[src/rtl/alarm_pkg.sv]
// Shared definitions for the alarm-clock time-entry path: entry FSM
// states, 24-hour digit limits and the digit position type.
package alarm_pkg;

  typedef enum logic [1:0] {
    ST_IDLE  = 2'd0,
    ST_ENTRY = 2'd1,
    ST_FULL  = 2'd2
  } entry_state_t;

  // Position 0 = ms_hr, 1 = ls_hr, 2 = ms_min, 3 = ls_min
  typedef logic [1:0] digit_pos_t;

  localparam logic [3:0] MAX_MS_HR      = 4'd2;
  localparam logic [3:0] MAX_LS_HR      = 4'd9;
  localparam logic [3:0] MAX_LS_HR_AT_2 = 4'd3;
  localparam logic [3:0] MAX_MS_MIN     = 4'd5;
  localparam logic [3:0] MAX_LS_MIN     = 4'd9;

endpackage

[src/rtl/entry_digit_check.sv]
// Combinational 24-hour validity check for one candidate keypad digit
// at a given HH:MM position. Codes 10-15 fail at every position because
// every limit is at most 9.
module entry_digit_check
  import alarm_pkg::*;
(
  input  digit_pos_t  pos,
  input  logic [3:0]  digit,
  input  logic [3:0]  ms_hr,
  output logic        ok
);

  // Compare the candidate against the limit for its position
  always_comb begin
    ok = 1'b0;
    case (pos)
      2'd0: ok = (digit <= MAX_MS_HR);
      2'd1: ok = (ms_hr == 4'd2) ? (digit <= MAX_LS_HR_AT_2) : (digit <= MAX_LS_HR);
      2'd2: ok = (digit <= MAX_MS_MIN);
      2'd3: ok = (digit <= MAX_LS_MIN);
      default: ok = 1'b0;
    endcase
  end

endmodule

[src/rtl/time_entry_ctrl.sv]
// Keypad time-entry controller: collects HH:MM digits, validates each one
// as it arrives and issues a one-cycle load strobe to the time counter or
// the alarm register. Optional inactivity abort when ENTRY_TIMEOUT_EN is
// defined.
module time_entry_ctrl
  import alarm_pkg::*;
#(
  parameter int TIMEOUT_SEC = 10
) (
  input  logic       clk,
  input  logic       reset,
  input  logic       one_second,
  input  logic       key_valid,
  input  logic [3:0] key_digit,
  input  logic       set_time,
  input  logic       set_alarm,
  input  logic       clear,
  output logic [3:0] new_time_ms_hr,
  output logic [3:0] new_time_ls_hr,
  output logic [3:0] new_time_ms_min,
  output logic [3:0] new_time_ls_min,
  output logic       load_new_c,
  output logic       load_new_a,
  output logic       entry_active,
  output logic [2:0] digit_count,
  output logic       key_error
);

  entry_state_t r_state;
  logic [3:0]   r_ms_hr, r_ls_hr, r_ms_min, r_ls_min;
  logic [2:0]   r_count;
  logic         r_load_c, r_load_a, r_err;

  digit_pos_t   w_pos;
  logic         w_ok;
  logic         w_cmd;
  logic         w_timeout;
  logic         w_key_accept;

  // In IDLE the count is 0, so the next position is simply the count
  assign w_pos = r_count[1:0];
  assign w_cmd = set_time | set_alarm;

  entry_digit_check u_check (
    .pos   (w_pos),
    .digit (key_digit),
    .ms_hr (r_ms_hr),
    .ok    (w_ok)
  );

  // A key that will actually be written this cycle
  assign w_key_accept = key_valid && !clear && !w_cmd && !w_timeout &&
                        (r_state != ST_FULL) && w_ok;

`ifdef ENTRY_TIMEOUT_EN
  localparam logic [3:0] TO_LAST = 4'(TIMEOUT_SEC - 1);
  logic [3:0] r_idle_cnt;

  // Abort on the tick that would bring the idle count up to TIMEOUT_SEC
  assign w_timeout = (r_state != ST_IDLE) && one_second && (r_idle_cnt == TO_LAST);

  // Seconds since the last accepted key while an entry is open
  always_ff @(posedge clk) begin
    if (reset || clear || w_timeout || w_key_accept || (r_state == ST_IDLE))
      r_idle_cnt <= 4'd0;
    else if (one_second)
      r_idle_cnt <= r_idle_cnt + 4'd1;
  end
`else
  logic w_unused_one_second;
  assign w_unused_one_second = one_second;
  assign w_timeout = 1'b0;
`endif

  // Entry FSM, digit registers and output strobes
  always_ff @(posedge clk) begin
    r_load_c <= 1'b0;
    r_load_a <= 1'b0;
    r_err    <= 1'b0;
    if (reset || clear || w_timeout) begin
      r_state  <= ST_IDLE;
      r_count  <= 3'd0;
      r_ms_hr  <= 4'd0;
      r_ls_hr  <= 4'd0;
      r_ms_min <= 4'd0;
      r_ls_min <= 4'd0;
      r_err    <= !reset && !clear && w_timeout;
    end else if (w_cmd) begin
      // Any key in the same cycle as a command is dropped
      if (set_time && set_alarm) begin
        r_err <= 1'b1;
      end else if (r_state == ST_FULL) begin
        r_load_c <= set_time;
        r_load_a <= set_alarm;
        r_state  <= ST_IDLE;
        r_count  <= 3'd0;
      end else begin
        r_err <= 1'b1;
      end
    end else if (key_valid) begin
      if (w_key_accept) begin
        case (w_pos)
          2'd0: begin
            r_ms_hr  <= key_digit;
            r_ls_hr  <= 4'd0;
            r_ms_min <= 4'd0;
            r_ls_min <= 4'd0;
          end
          2'd1: r_ls_hr  <= key_digit;
          2'd2: r_ms_min <= key_digit;
          default: r_ls_min <= key_digit;
        endcase
        r_count <= r_count + 3'd1;
        r_state <= (r_count == 3'd3) ? ST_FULL : ST_ENTRY;
      end else begin
        r_err <= 1'b1;
      end
    end
  end

  assign new_time_ms_hr  = r_ms_hr;
  assign new_time_ls_hr  = r_ls_hr;
  assign new_time_ms_min = r_ms_min;
  assign new_time_ls_min = r_ls_min;
  assign load_new_c      = r_load_c;
  assign load_new_a      = r_load_a;
  assign key_error       = r_err;
  assign digit_count     = r_count;
  assign entry_active    = (r_state != ST_IDLE);

endmodule
[config.mk]
export PLATFORM = sky130hd
export DESIGN_NAME = time_entry_ctrl
export DESIGN_NICKNAME = d
export VERILOG_FILES = /design/src/rtl/alarm_pkg.sv /design/src/rtl/entry_digit_check.sv /design/src/rtl/time_entry_ctrl.sv
export SDC_FILE = /design/constraint.sdc
export NUM_CORES = 1
export LEC_CHECK = 0
export ABC_AREA = 0
export BUFFER_PORTS_ARGS = -buffer_cell sky130_fd_sc_hd__buf_2
export CAP_MARGIN = 25
export CORE_AREA = 5 5 59 61
export CTS_BUF_LIST = sky130_fd_sc_hd__clkbuf_8
export DETAILED_ROUTE_END_ITERATION = 16
export DIE_AREA = 0 0 64 66
export GPL_TIMING_DRIVEN = 0
export SLEW_MARGIN = 20
export SYNTH_ARGS = -nofsm -noshare
export SYNTH_HDL_FRONTEND = slang
export SYNTH_SLANG_ARGS = --single-unit
[constraint.sdc]
create_clock -name clk -period 3.01 [get_ports clk]
set_input_delay 0.1505 -clock clk [delete_from_list [all_inputs] [get_ports clk]]
set_output_delay 0.1505 -clock clk [all_outputs]
set_load 0.02 [all_outputs]
==> results.py <==
metrics = {
    "yosys": {
        "ys_ff_latch": 24,
        "yosysWarningCount": 0,
        "synth_area_leaders": "dfxtp_1, nand3_1, ha_1",
        "synth_cells": 131,
        "synth_xor_area_share_pct": 0,
        "synth.largest_area_cell": "dfxtp_1",
        "synth_top_family_by_area": "simple AND/OR/NAND/NOR gates",
        "netlist_area_um2": 1120,
        "synthMuxAreaShare_pct": 0,
        "synth-adder-area-share_pct": 5.59,
        "synthArstFlopShare_pct": 0,
        "yosys.cell_count.top_type": "dfxtp_1",
        "synth_fp_nets": 147,
        "synth_cell_types": 28,
        "synth_compound_area_share_pct": 20.6,
        "synth-simple-area-share_pct": 26.0,
        "synthTopCellsByCount": "dfxtp_1, nand3_1, nand2_1",
        "synth_ff_type": "dfxtp_1",
        "synth-edff-count": 0,
        "seq_area_frac_synth_pct": 42.9,
        "syn_area_per_cell_um2": 8.55,
        "synth_top_area_share_pct": 42.9,
    },
    "timing": {
        "finalCritPeriodShare_pct": 76.9,
        "rsz0062_at_grt": "no",
        "maxSlewViolCount": 0,
        "slew_headroom_pct": 69.0,
        "max_slew.worst_pin.slew_ps": 465,
        "holdWs_ps": 113,
        "fin_setup_tns_ps": 0,
        "post-route-worst-setup-slack_ps": 695,
        "setup_viol": 0,
        "period_minus_slack_ps": 2310,
        "finalClockSkew_ps": 5.21,
        "final-hold-violation-count": 0,
        "fmax_mhz": 432,
    },
    "clocking": {
        "clk_latency_ps": 270,
        "path_clk_slew_ps": 90,
        "cts_resized": 0,
        "cts_buffer_depth": 2,
        "cts_root_buf": "clkbuf_8",
        "cts_hold_buffers": 0,
        "cts_tree": "done",
        "numCtsBuffers": 3,
        "clock_sinks": 24,
        "h-tree-depth": 1,
        "cts_setup_buffers": 0,
    },
    "worst_setup_path": {
        "crit_family": "compound AO/OA/AOI/OAI gates",
        "path_max_fanout": 10,
        "path_cells": "inv_1, ha_1, clkbuf_1, a221o_1, o31ai_2, buf_6, buf_2, nand3_1, a21oi_1",
        "end_kind": "register",
        "critical_path_class": "register to register",
        "max_stage_delay_ps": 420,
        "cp-start-kind": "register",
        "slowest_stage": "dfxtp_1",
        "worst-path-buf-inv": 4,
        "critPathRequiredTime_ps": 3200,
        "worstPathArrival_ps": 2510,
    },
    "power": {
        "irDropWorstVdd_mv": 0.183,
        "leakagePower_nw": 0.570,
        "power.density_nw_per_um2": 416,
    },
    "floorplan": {
        "num_rows": 20,
        "initial_core_util_pct": 38.2,
        "pin_count": 34,
        "core_um2": 2930,
        "die_w_um": 64,
        "die_h_um": 66,
        "die_area_um2": 4220,
    },
    "final_layout": {
        "n_antenna_cell": 0,
        "area.growth.synth_to_final_pct": 22.9,
        "drive_gt1_share_pct": 26.9,
        "design_area_um2": 1380,
        "nets": 184,
        "fin_util_pct": 47.0,
    },
    "worst_hold_path": {
        "hp-class": "input pin to register",
    },
    "placed_design": {
        "hpwl_mm": 2.13,
        "gp_congestion": 0.875,
        "port_buffers": 32,
        "dpl-instance-area_um2": 1320,
        "dp_slack_ps": 712,
    },
    "drt": {
        "wl_per_cell_um": 13.6,
        "first_iter_violations": 33,
        "drc": 0,
        "drt-vias-per-instance": 5.41,
        "wl_mm": 2.73,
        "vias": 1082,
        "drt_first_pass_iters": 4,
        "drtAntennaViolNets": 0,
    },
    "global_routing": {
        "grt_overflow_total": 0,
        "grt_usage_pct": 13.6,
        "grt_pass1_vias": 1073,
        "grt_max_degree": 14,
        "grt_pass1_wl_mm": 4.73,
        "antenna_found_initial": 0,
    },
    "job": {
        "cap_violations": 0,
    },
    "run_status": {
        "outcome": "finished clean",
    },
}
## registers in the layout (all words and copies together), names as in the netlist
register,flops
new_time_ls_min,4
new_time_ls_hr,4
load_new_c,1
new_time_ms_hr,4
r_state,2
key_error,1
digit_count,3
new_time_ms_min,4
load_new_a,1
## where the power goes
group / switching, W / leakage (nW) / internal [W] / total [W]
logic: 0.0000240 / 0.348 / 0.0000116 / 0.0000356
clock network: 0.000103 / 0.0288 / 0.000117 / 0.000219
registers: 0.000000287 / 0.193 / 0.000318 / 0.000318
total: 0.000127 / 0.570 / 0.000446 / 0.000573
## worst reg2reg max path, delay by kind of cell (launching register included)
kind            cells  cell delay, ps
fa+ha+maj           1             250
compound gates      3             770
buf+inv             4             700
simple gates        1             100
flops               1             420
## cell usage in the layout (no fill, tap or decap), types with 2 or more instances in the layout
master / Yosys / routed
a21oi_1: 10 / 10
and3_1: 2 / 2
buf_2: 2 / 34
clkbuf_1: 4 / 4
clkbuf_8: 0 / 4
dfxtp_1: 24 / 24
ha_1: 5 / 5
inv_1: 5 / 5
nand2_1: 15 / 15
nand2b_1: 5 / 5
nand3_1: 17 / 17
nor2_1: 6 / 6
o21ai_0: 8 / 8
o22ai_1: 8 / 8
o31ai_1: 2 / 2
or2_2: 3 / 3
or4b_1: 3 / 3
## final timing paths
path                      start            endpoint  slack (ps)  cells past startpoint
max              digit_count[0]           key_error         700                      9
min                   set_alarm          load_new_c         110                      2
max reg2reg      digit_count[0]           key_error         700                      9
min reg2reg  new_time_ms_min[2]  new_time_ms_min[2]         470                      2
## area by class of cell
| class | count | area, um^2 |
|---|---|---|
| plain buffers | 7 | 36.3 |
| inverters | 5 | 18.8 |
| clock buffers | 4 | 55.1 |
| repair buffers | 32 | 160 |
| multi-input cells | 95 | 584 |
| well taps | 33 | 41.3 |
| fillers | 319 | 1550 |
| flip-flops and latches | 24 | 480 |
## routing by layer
layer	global-route usage, %	vias up	part of all wire, %
met5	0	-	0
met4	4.68	0	0.51
met3	2.72	2	4.6
met2	22.9	22	48
met1	17.2	517	47
li1	-	541	-
## cells by family (layout without fill, tap and decap cells)
kind of cell | after synthesis | in the layout
flops | 24 | 24
buf+inv | 12 | 48
compound gates | 34 | 34
fa+ha+maj | 5 | 5
simple gates | 56 | 56
## metrics by stage
stage / total power, W / std cells
finish: 0.000573 / 200
global route: 0.000598 / 200
CTS: 0.000578 / 200
detailed placement: 0.000361 / 196
global placement: 0.000360 / 196
floorplan: 0.000344 / 131
Power figures use the tool's default switching activity.
